`config.mk`:
```
export PLATFORM = sky130hd
export DESIGN_NAME = switch_allocator_flat
export DESIGN_NICKNAME = d
export VERILOG_FILES = /design/src/rtl/params_noc.sv /design/src/rtl/switch_allocator_if.sv /design/src/rtl/switch_allocator.sv /design/src/flat_wrapper.sv
export SDC_FILE = /design/constraint.sdc
export NUM_CORES = 1
export LEC_CHECK = 0
export CORE_UTILIZATION = 50
export CTS_BUF_LIST = sky130_fd_sc_hd__clkbuf_8
export CTS_CLUSTER_DIAMETER = 50
export CTS_CLUSTER_SIZE = 28
export DETAILED_ROUTE_END_ITERATION = 7
export PLACE_DENSITY = 0.69
export SLEW_MARGIN = 30
export SYNTH_ARGS = -nofsm -noshare
export SYNTH_HDL_FRONTEND = slang
export SYNTH_SLANG_ARGS = --single-unit
```
`constraint.sdc`:
```
create_clock -name clk -period 11.2 [get_ports clk]
set_input_delay 2.24 -clock clk [delete_from_list [all_inputs] [get_ports clk]]
set_output_delay 2.24 -clock clk [all_outputs]
set_load 0.02 [all_outputs]
```
`src/rtl/params_noc.sv`:
```
// Shared NoC router types: port enumeration used by route computation and allocation.
package params_noc;

    typedef enum logic [2:0] {
        LOCAL = 3'd0,
        NORTH = 3'd1,
        EAST  = 3'd2,
        SOUTH = 3'd3,
        WEST  = 3'd4
    } inout_Port;

endpackage

```
`src/rtl/switch_allocator_if.sv`:
```
// Request/grant/crossbar bundle between input buffers, switch allocator and crossbar.
interface switch_allocator_if #(
    parameter int unsigned NUM_PORTS = 5
);
    localparam int unsigned SW = $clog2(NUM_PORTS);

    logic [NUM_PORTS-1:0]                  req_valid_i;
    params_noc::inout_Port [NUM_PORTS-1:0] req_port_i;
    logic [NUM_PORTS-1:0]                  req_head_i;
    logic [NUM_PORTS-1:0]                  req_tail_i;
    logic [NUM_PORTS-1:0]                  credit_inc_i;
    logic [NUM_PORTS-1:0]                  grant_o;
    logic [NUM_PORTS-1:0]                  xbar_valid_o;
    logic [NUM_PORTS-1:0][SW-1:0]          xbar_sel_o;

    modport master (
        output req_valid_i, req_port_i, req_head_i, req_tail_i, credit_inc_i,
        input  grant_o, xbar_valid_o, xbar_sel_o
    );

    modport slave (
        input  req_valid_i, req_port_i, req_head_i, req_tail_i, credit_inc_i,
        output grant_o, xbar_valid_o, xbar_sel_o
    );

endinterface

```
`src/rtl/switch_allocator.sv`:
```
// Per-output round-robin switch allocator with wormhole locking and credit flow control;
// grants are combinational, crossbar selects are the registered copy of each allocation.
module switch_allocator #(
    parameter int unsigned NUM_PORTS = 5,
    parameter int unsigned BUF_DEPTH = 4
) (
    input logic               clk,
    input logic               rst,
    switch_allocator_if.slave bus
);
    localparam int unsigned CW = $clog2(BUF_DEPTH + 1);
    localparam int unsigned SW = $clog2(NUM_PORTS);
    localparam int unsigned PW = $bits(params_noc::inout_Port);

    logic [NUM_PORTS-1:0]         lock_valid_q;
    logic [NUM_PORTS-1:0][SW-1:0] lock_owner_q;
    logic [NUM_PORTS-1:0][SW-1:0] rr_ptr_q;
    logic [NUM_PORTS-1:0][CW-1:0] credit_q;
    logic [NUM_PORTS-1:0]         xbar_valid_q;
    logic [NUM_PORTS-1:0][SW-1:0] xbar_sel_q;

    // Request matrices indexed [output][input].
    logic [NUM_PORTS-1:0][NUM_PORTS-1:0] req_to;
    logic [NUM_PORTS-1:0][NUM_PORTS-1:0] head_to;

    logic [NUM_PORTS-1:0]         out_gnt;
    logic [NUM_PORTS-1:0][SW-1:0] out_idx;
    logic [NUM_PORTS-1:0]         out_tail;
    logic [NUM_PORTS-1:0]         in_gnt;

    always_comb begin : decode
        req_to  = '0;
        head_to = '0;
        for (int unsigned o = 0; o < NUM_PORTS; o++) begin
            for (int unsigned i = 0; i < NUM_PORTS; i++) begin
                req_to[o][i]  = bus.req_valid_i[i] && (bus.req_port_i[i] == PW'(o));
                head_to[o][i] = req_to[o][i] && bus.req_head_i[i];
            end
        end
    end

    always_comb begin : allocate
        int unsigned idx;
        logic        found;
        idx      = 0;
        found    = 1'b0;
        out_gnt  = '0;
        out_idx  = '0;
        out_tail = '0;
        in_gnt   = '0;
        for (int unsigned o = 0; o < NUM_PORTS; o++) begin
            found = 1'b0;
            if (credit_q[o] != '0) begin
                if (lock_valid_q[o]) begin
                    // Only the owning input may continue; its flit type is irrelevant.
                    for (int unsigned i = 0; i < NUM_PORTS; i++) begin
                        if (lock_owner_q[o] == SW'(i) && req_to[o][i]) begin
                            out_gnt[o]  = 1'b1;
                            out_idx[o]  = SW'(i);
                            out_tail[o] = bus.req_tail_i[i];
                        end
                    end
                end else begin
                    for (int unsigned off = 0; off < NUM_PORTS; off++) begin
                        idx = 32'(rr_ptr_q[o]) + off;
                        if (idx >= NUM_PORTS) begin
                            idx = idx - NUM_PORTS;
                        end
                        if (!found && head_to[o][idx]) begin
                            found       = 1'b1;
                            out_gnt[o]  = 1'b1;
                            out_idx[o]  = SW'(idx);
                            out_tail[o] = bus.req_tail_i[idx];
                        end
                    end
                end
            end
        end
        for (int unsigned i = 0; i < NUM_PORTS; i++) begin
            for (int unsigned o = 0; o < NUM_PORTS; o++) begin
                if (out_gnt[o] && out_idx[o] == SW'(i)) begin
                    in_gnt[i] = 1'b1;
                end
            end
        end
    end

    assign bus.grant_o      = rst ? '0 : in_gnt;
    assign bus.xbar_valid_o = xbar_valid_q;
    assign bus.xbar_sel_o   = xbar_sel_q;

    always_ff @(posedge clk or posedge rst) begin : state_regs
        if (rst) begin
            lock_valid_q <= '0;
            lock_owner_q <= '0;
            rr_ptr_q     <= '0;
            xbar_valid_q <= '0;
            xbar_sel_q   <= '0;
            for (int unsigned o = 0; o < NUM_PORTS; o++) begin
                credit_q[o] <= CW'(BUF_DEPTH);
            end
        end else begin
            for (int unsigned o = 0; o < NUM_PORTS; o++) begin
                xbar_valid_q[o] <= out_gnt[o];
                if (out_gnt[o]) begin
                    xbar_sel_q[o] <= out_idx[o];
                    if (lock_valid_q[o]) begin
                        if (out_tail[o]) begin
                            lock_valid_q[o] <= 1'b0;
                        end
                    end else begin
                        rr_ptr_q[o] <= (out_idx[o] == SW'(NUM_PORTS - 1)) ? '0
                                                                         : out_idx[o] + SW'(1);
                        if (!out_tail[o]) begin
                            lock_valid_q[o] <= 1'b1;
                            lock_owner_q[o] <= out_idx[o];
                        end
                    end
                end
                // A grant and a returned credit in the same cycle cancel out.
                if (out_gnt[o] && !bus.credit_inc_i[o]) begin
                    credit_q[o] <= credit_q[o] - CW'(1);
                end else if (!out_gnt[o] && bus.credit_inc_i[o] &&
                             credit_q[o] != CW'(BUF_DEPTH)) begin
                    credit_q[o] <= credit_q[o] + CW'(1);
                end
            end
        end
    end

endmodule

```
`src/flat_wrapper.sv`:
```
// flat-port wrapper written by rule: the top's interface ports become plain ports
module switch_allocator_flat 
#(
    parameter int unsigned NUM_PORTS = 5,
    parameter int unsigned BUF_DEPTH = 4
)
  (clk, rst, bus_req_valid_i, bus_req_port_i, bus_req_head_i, bus_req_tail_i, bus_credit_inc_i, bus_grant_o, bus_xbar_valid_o, bus_xbar_sel_o);
  switch_allocator_if #(.NUM_PORTS(NUM_PORTS)) bus_i ();
  input logic clk;
  input logic rst;
  input wire logic [$bits(bus_i.req_valid_i)-1:0] bus_req_valid_i;
  input wire logic [$bits(bus_i.req_port_i)-1:0] bus_req_port_i;
  input wire logic [$bits(bus_i.req_head_i)-1:0] bus_req_head_i;
  input wire logic [$bits(bus_i.req_tail_i)-1:0] bus_req_tail_i;
  input wire logic [$bits(bus_i.credit_inc_i)-1:0] bus_credit_inc_i;
  output wire logic [$bits(bus_i.grant_o)-1:0] bus_grant_o;
  output wire logic [$bits(bus_i.xbar_valid_o)-1:0] bus_xbar_valid_o;
  output wire logic [$bits(bus_i.xbar_sel_o)-1:0] bus_xbar_sel_o;
  assign bus_i.req_valid_i = bus_req_valid_i;
  assign bus_i.req_port_i = bus_req_port_i;
  assign bus_i.req_head_i = bus_req_head_i;
  assign bus_i.req_tail_i = bus_req_tail_i;
  assign bus_i.credit_inc_i = bus_credit_inc_i;
  assign bus_grant_o = bus_i.grant_o;
  assign bus_xbar_valid_o = bus_i.xbar_valid_o;
  assign bus_xbar_sel_o = bus_i.xbar_sel_o;
  switch_allocator #(.NUM_PORTS(NUM_PORTS), .BUF_DEPTH(BUF_DEPTH)) u_core (.clk(clk), .rst(rst), .bus(bus_i));
endmodule
```
==> impl_metrics.py <==
metrics = {
    "logic_synthesis": {
        "synth_edf_count": 0,
        "ys_warn_count": 0,
        "synth_commonest_cells": "123 x nand2_1, 98 x nor2_1, 95 x inv_1, 71 x ha_1, 65 x dfrtp_1",
        "synth-async-reset-ratio_pct": 100,
        "synth.area.top_cells": "dfrtp_1 15%, ha_1 8.2%, mux2i_1 5.3%, mux4_2 5.0%, nand2_1 4.3%",
        "synth_top_area_share_pct": 15.0,
        "synthDistinctLibCells": 118,
        "ys_seq_area_share_pct": 16.2,
        "synth_area_per_cell_um2": 7.98,
        "netlist_area_mm2": 0.0108,
        "ys.flop_type": "dfrtp_1",
        "syn-num-nets": 1475,
        "synth-seq-cells": 70,
        "synth.most_common_cell": "nand2_1",
        "synth_cells": 1357,
        "yosys.area.top_type": "dfrtp_1",
    },
    "timing": {
        "setup_viol": 0,
        "setup_tns_ps": 0,
        "slew_violations": 0,
        "min_period_ps": 9420,
        "fmax_mhz": 106,
        "hold_viol": 0,
        "worst_slew_pin_slew_ps": 1010,
        "timing.final.crit_share_pct": 84.1,
        "skew_ps": 10.6,
        "slew_headroom_pct": 32.5,
        "timing.hold.ws_ps": 482,
        "rsz0062_at_grt": "false",
    },
    "global_route": {
        "track_usage_pct": 32.4,
        "met1_usage_pct": 46.0,
        "grt_pass1_wl_mm": 56.1,
        "overflow": 0,
        "grtUsageMet2_pct": 49.8,
        "grt_start_max_net_pins": 46,
        "grt_pass1_vias": 10200,
        "grt_util_met3_pct": 4.13,
        "antenna_found_initial": 0,
        "grt_busiest_layer": "met2",
    },
    "power_and_ir_drop": {
        "seq_power_share_pct": 14.9,
        "power.share.clock_pct": 6.4,
        "cell_internal_pwr_mw": 1.75,
        "p_leak_nw": 4.96,
        "switchingPower_mw": 2.12,
        "switching_share_pct": 54.8,
        "ir_worst_vdd_v": 0.000170,
        "p_per_area_mw_per_mm2": 327,
        "combPwrFrac_pct": 78.7,
    },
    "detailed_routing": {
        "wl_per_cell_um": 21.5,
        "dr.first_iter.drc_count": 1156,
        "drc_errors": 0,
        "viasPerCell": 6.69,
        "routed_wl_mm": 35.8,
        "via_count": 11100,
        "firstDrtPassIters": 6,
        "drtAntennaViolNets": 0,
    },
    "setup_path": {
        "worstSetupPathType": "in2out",
        "setup.worst_path.start": "bus_req_port_i[12]",
        "r2r_cells": 16,
        "path_buf_inv": 3,
        "reg2reg_to": "u_core.rr_ptr_q[6]",
        "crit_fanout": 8,
        "crit_path_end": "bus_grant_o[2]",
        "crit_path_max_incr_delay_ps": 740,
        "arrival_ps": 7180,
        "crit_family": "compound AO/OA/AOI/OAI gates",
        "worstSetupStartpointType": "primary input",
        "rr_startpoint": "u_core.rr_ptr_q[6]",
        "critPathRequiredTime_ps": 8960,
        "rrSetupSlack_ps": 5470,
        "cp_common_cell": "clkdlybuf4s50_1",
        "path_cells": "clkdlybuf4s50_1, nand4b_1, nor4_1, mux2_1, a221o_1, a31oi_2, and3b_1, nand2b_1, o211ai_1, a221oi_1, ha_1, inv_1, nor2_1, a32oi_1, a41oi_1, clkdlybuf4s50_1",
        "end_kind": "output pin",
        "path_depth": 16,
        "slowest_stage": "clkdlybuf4s50_1",
    },
    "place": {
        "dpl-instance-area_mm2": 0.0116,
        "gp_congestion": 0.998,
        "dp_hpwl_mm": 27.0,
        "portBuffers": 61,
    },
    "cts": {
        "holdBufCountCts": 0,
        "clockBufferDepth": 2,
        "post-cts-setup-buffers": 0,
        "cts.sinks": 70,
        "path_clk_slew_ps": 90,
        "cts_made_buffers": 9,
        "cts_tree": "done",
        "htreeDepth": 3,
        "cts_root_buf": "clkbuf_8",
        "cts_resized": 0,
        "clkLatencyLatePin_ps": 390,
    },
    "floorplanning": {
        "std_cell_rows": 53,
        "core_mm2": 0.0212,
        "die_w_um": 149,
        "dieArea_mm2": 0.0222,
        "ioPinCount": 62,
        "start_util_pct": 51.2,
        "dieHeight_um": 149,
    },
    "layout": {
        "area_delta_synth_final_pct": 9.24,
        "finalNetCount": 1500,
        "drive_gt1_share_pct": 10.5,
        "diodes": 0,
        "final_util_pct": 55.9,
        "fillers": 1997,
        "final_area_mm2": 0.0118,
    },
    "min_path": {
        "min_path_type": "reg2reg",
    },
    "run": {
        "max-cap-violations": 0,
    },
    "run_status": {
        "status": "finished clean",
    },
}
-- metrics by stage --
| step | power [mW] | instances | setup slack [ps] |
|---|---|---|---|
| after floorplan | 2.86 | 1357 | 3490 |
| after global placement | 3.53 | 1646 | 1940 |
| after detailed placement | 3.54 | 1646 | 1940 |
| after CTS | 3.81 | 1662 | 1910 |
| after global routing | 4.17 | 1662 | 1540 |
| final | 3.87 | 1662 | 1780 |
-- flip-flops by register name, summed over array words and instances, names as in the netlist --
register / count
u_core.bus.xbar_sel_o: 15
u_core.credit_q: 15
u_core.lock_owner_q: 15
u_core.rr_ptr_q: 15
u_core.bus.xbar_valid_o: 5
u_core.lock_valid_q: 5
-- layout by cell type (no fill, tap or decap), types with 11 or more instances in the layout --
cell / count
nand2_1: 123
nor2_1: 98
inv_1: 94
ha_1: 71
dfrtp_1: 65
a21oi_1: 63
o21ai_0: 63
clkdlybuf4s50_1: 61
mux2i_1: 57
nand3_1: 44
nor3_1: 43
nand2b_1: 38
xnor2_1: 30
nor2b_1: 27
mux4_2: 24
or2_2: 21
mux2_2: 21
a211oi_1: 20
nor4_1: 19
o31ai_1: 19
and2_1: 16
a31oi_1: 16
a21o_1: 15
nor3b_1: 15
o22ai_1: 14
nand4_1: 12
o211ai_1: 12
a22oi_1: 11
o21a_1: 11
-- power groups by stage --
stage / Sequential, mW / Combinational, mW / Clock, mW
floorplan: 0.515 / 2.35 / 0
detailed placement: 0.573 / 2.97 / 0
finish: 0.575 / 3.04 / 0.249
global placement: 0.572 / 2.96 / 0
global route: 0.596 / 3.31 / 0.263
CTS: 0.568 / 2.99 / 0.254
-- cell families after synthesis --
family / synth area share, %
AO/OA/AOI/OAI: 25.1
XOR/XNOR: 2.97
adder cells (fa/ha/maj): 10.1
buffers and inverters: 5.87
flip-flops: 16.2
multiplexers: 12.9
AND/OR/NAND/NOR: 26.9
-- worst reg2reg max path, delay by kind of cell (launching register included) --
family / cells / cell delay, ps
AO/OA/AOI/OAI: 5 / 1370
multiplexers: 1 / 190
AND/OR/NAND/NOR: 3 / 1190
flip-flops: 1 / 810
XOR/XNOR: 1 / 320
buffers and inverters: 3 / 660
adder cells (fa/ha/maj): 3 / 1100
-- final cells by class --
| cell class | count | area [um^2] | share of cell area (%) |
|---|---|---|---|
| inverters | 101 | 384 | 3.25 |
| well taps | 275 | 344 | 2.91 |
| clock buffers | 9 | 124 | 1.05 |
| repair buffers | 70 | 678 | 5.74 |
| clock inverters | 7 | 105 | 0.889 |
| multi-input cells | 1130 | 8430 | 71.3 |
| flip-flops and latches | 70 | 1760 | 14.9 |
-- layer usage --
metal	vias up	part of all wire, %
met5	-	0
met4	0	3.2
met3	80	8.7
met2	581	44
met1	5348	44
li1	5109	-
-- worst min path at each step --
stage / from / endpoint / slack (ps) / cells after the start
floorplan: u_core.credit_q[3] / u_core.credit_q[3] / 490 / 1
CTS: u_core.bus.xbar_sel_o[1] / u_core.bus.xbar_sel_o[1] / 490 / 1
finish: u_core.bus.xbar_sel_o[1] / u_core.bus.xbar_sel_o[1] / 480 / 1
global placement: u_core.bus.xbar_sel_o[4] / u_core.bus.xbar_sel_o[4] / 460 / 2
detailed placement: u_core.bus.xbar_sel_o[1] / u_core.bus.xbar_sel_o[1] / 470 / 1
global route: u_core.bus.xbar_sel_o[2] / u_core.bus.xbar_sel_o[2] / 510 / 1
Power figures use the tool's default switching activity.
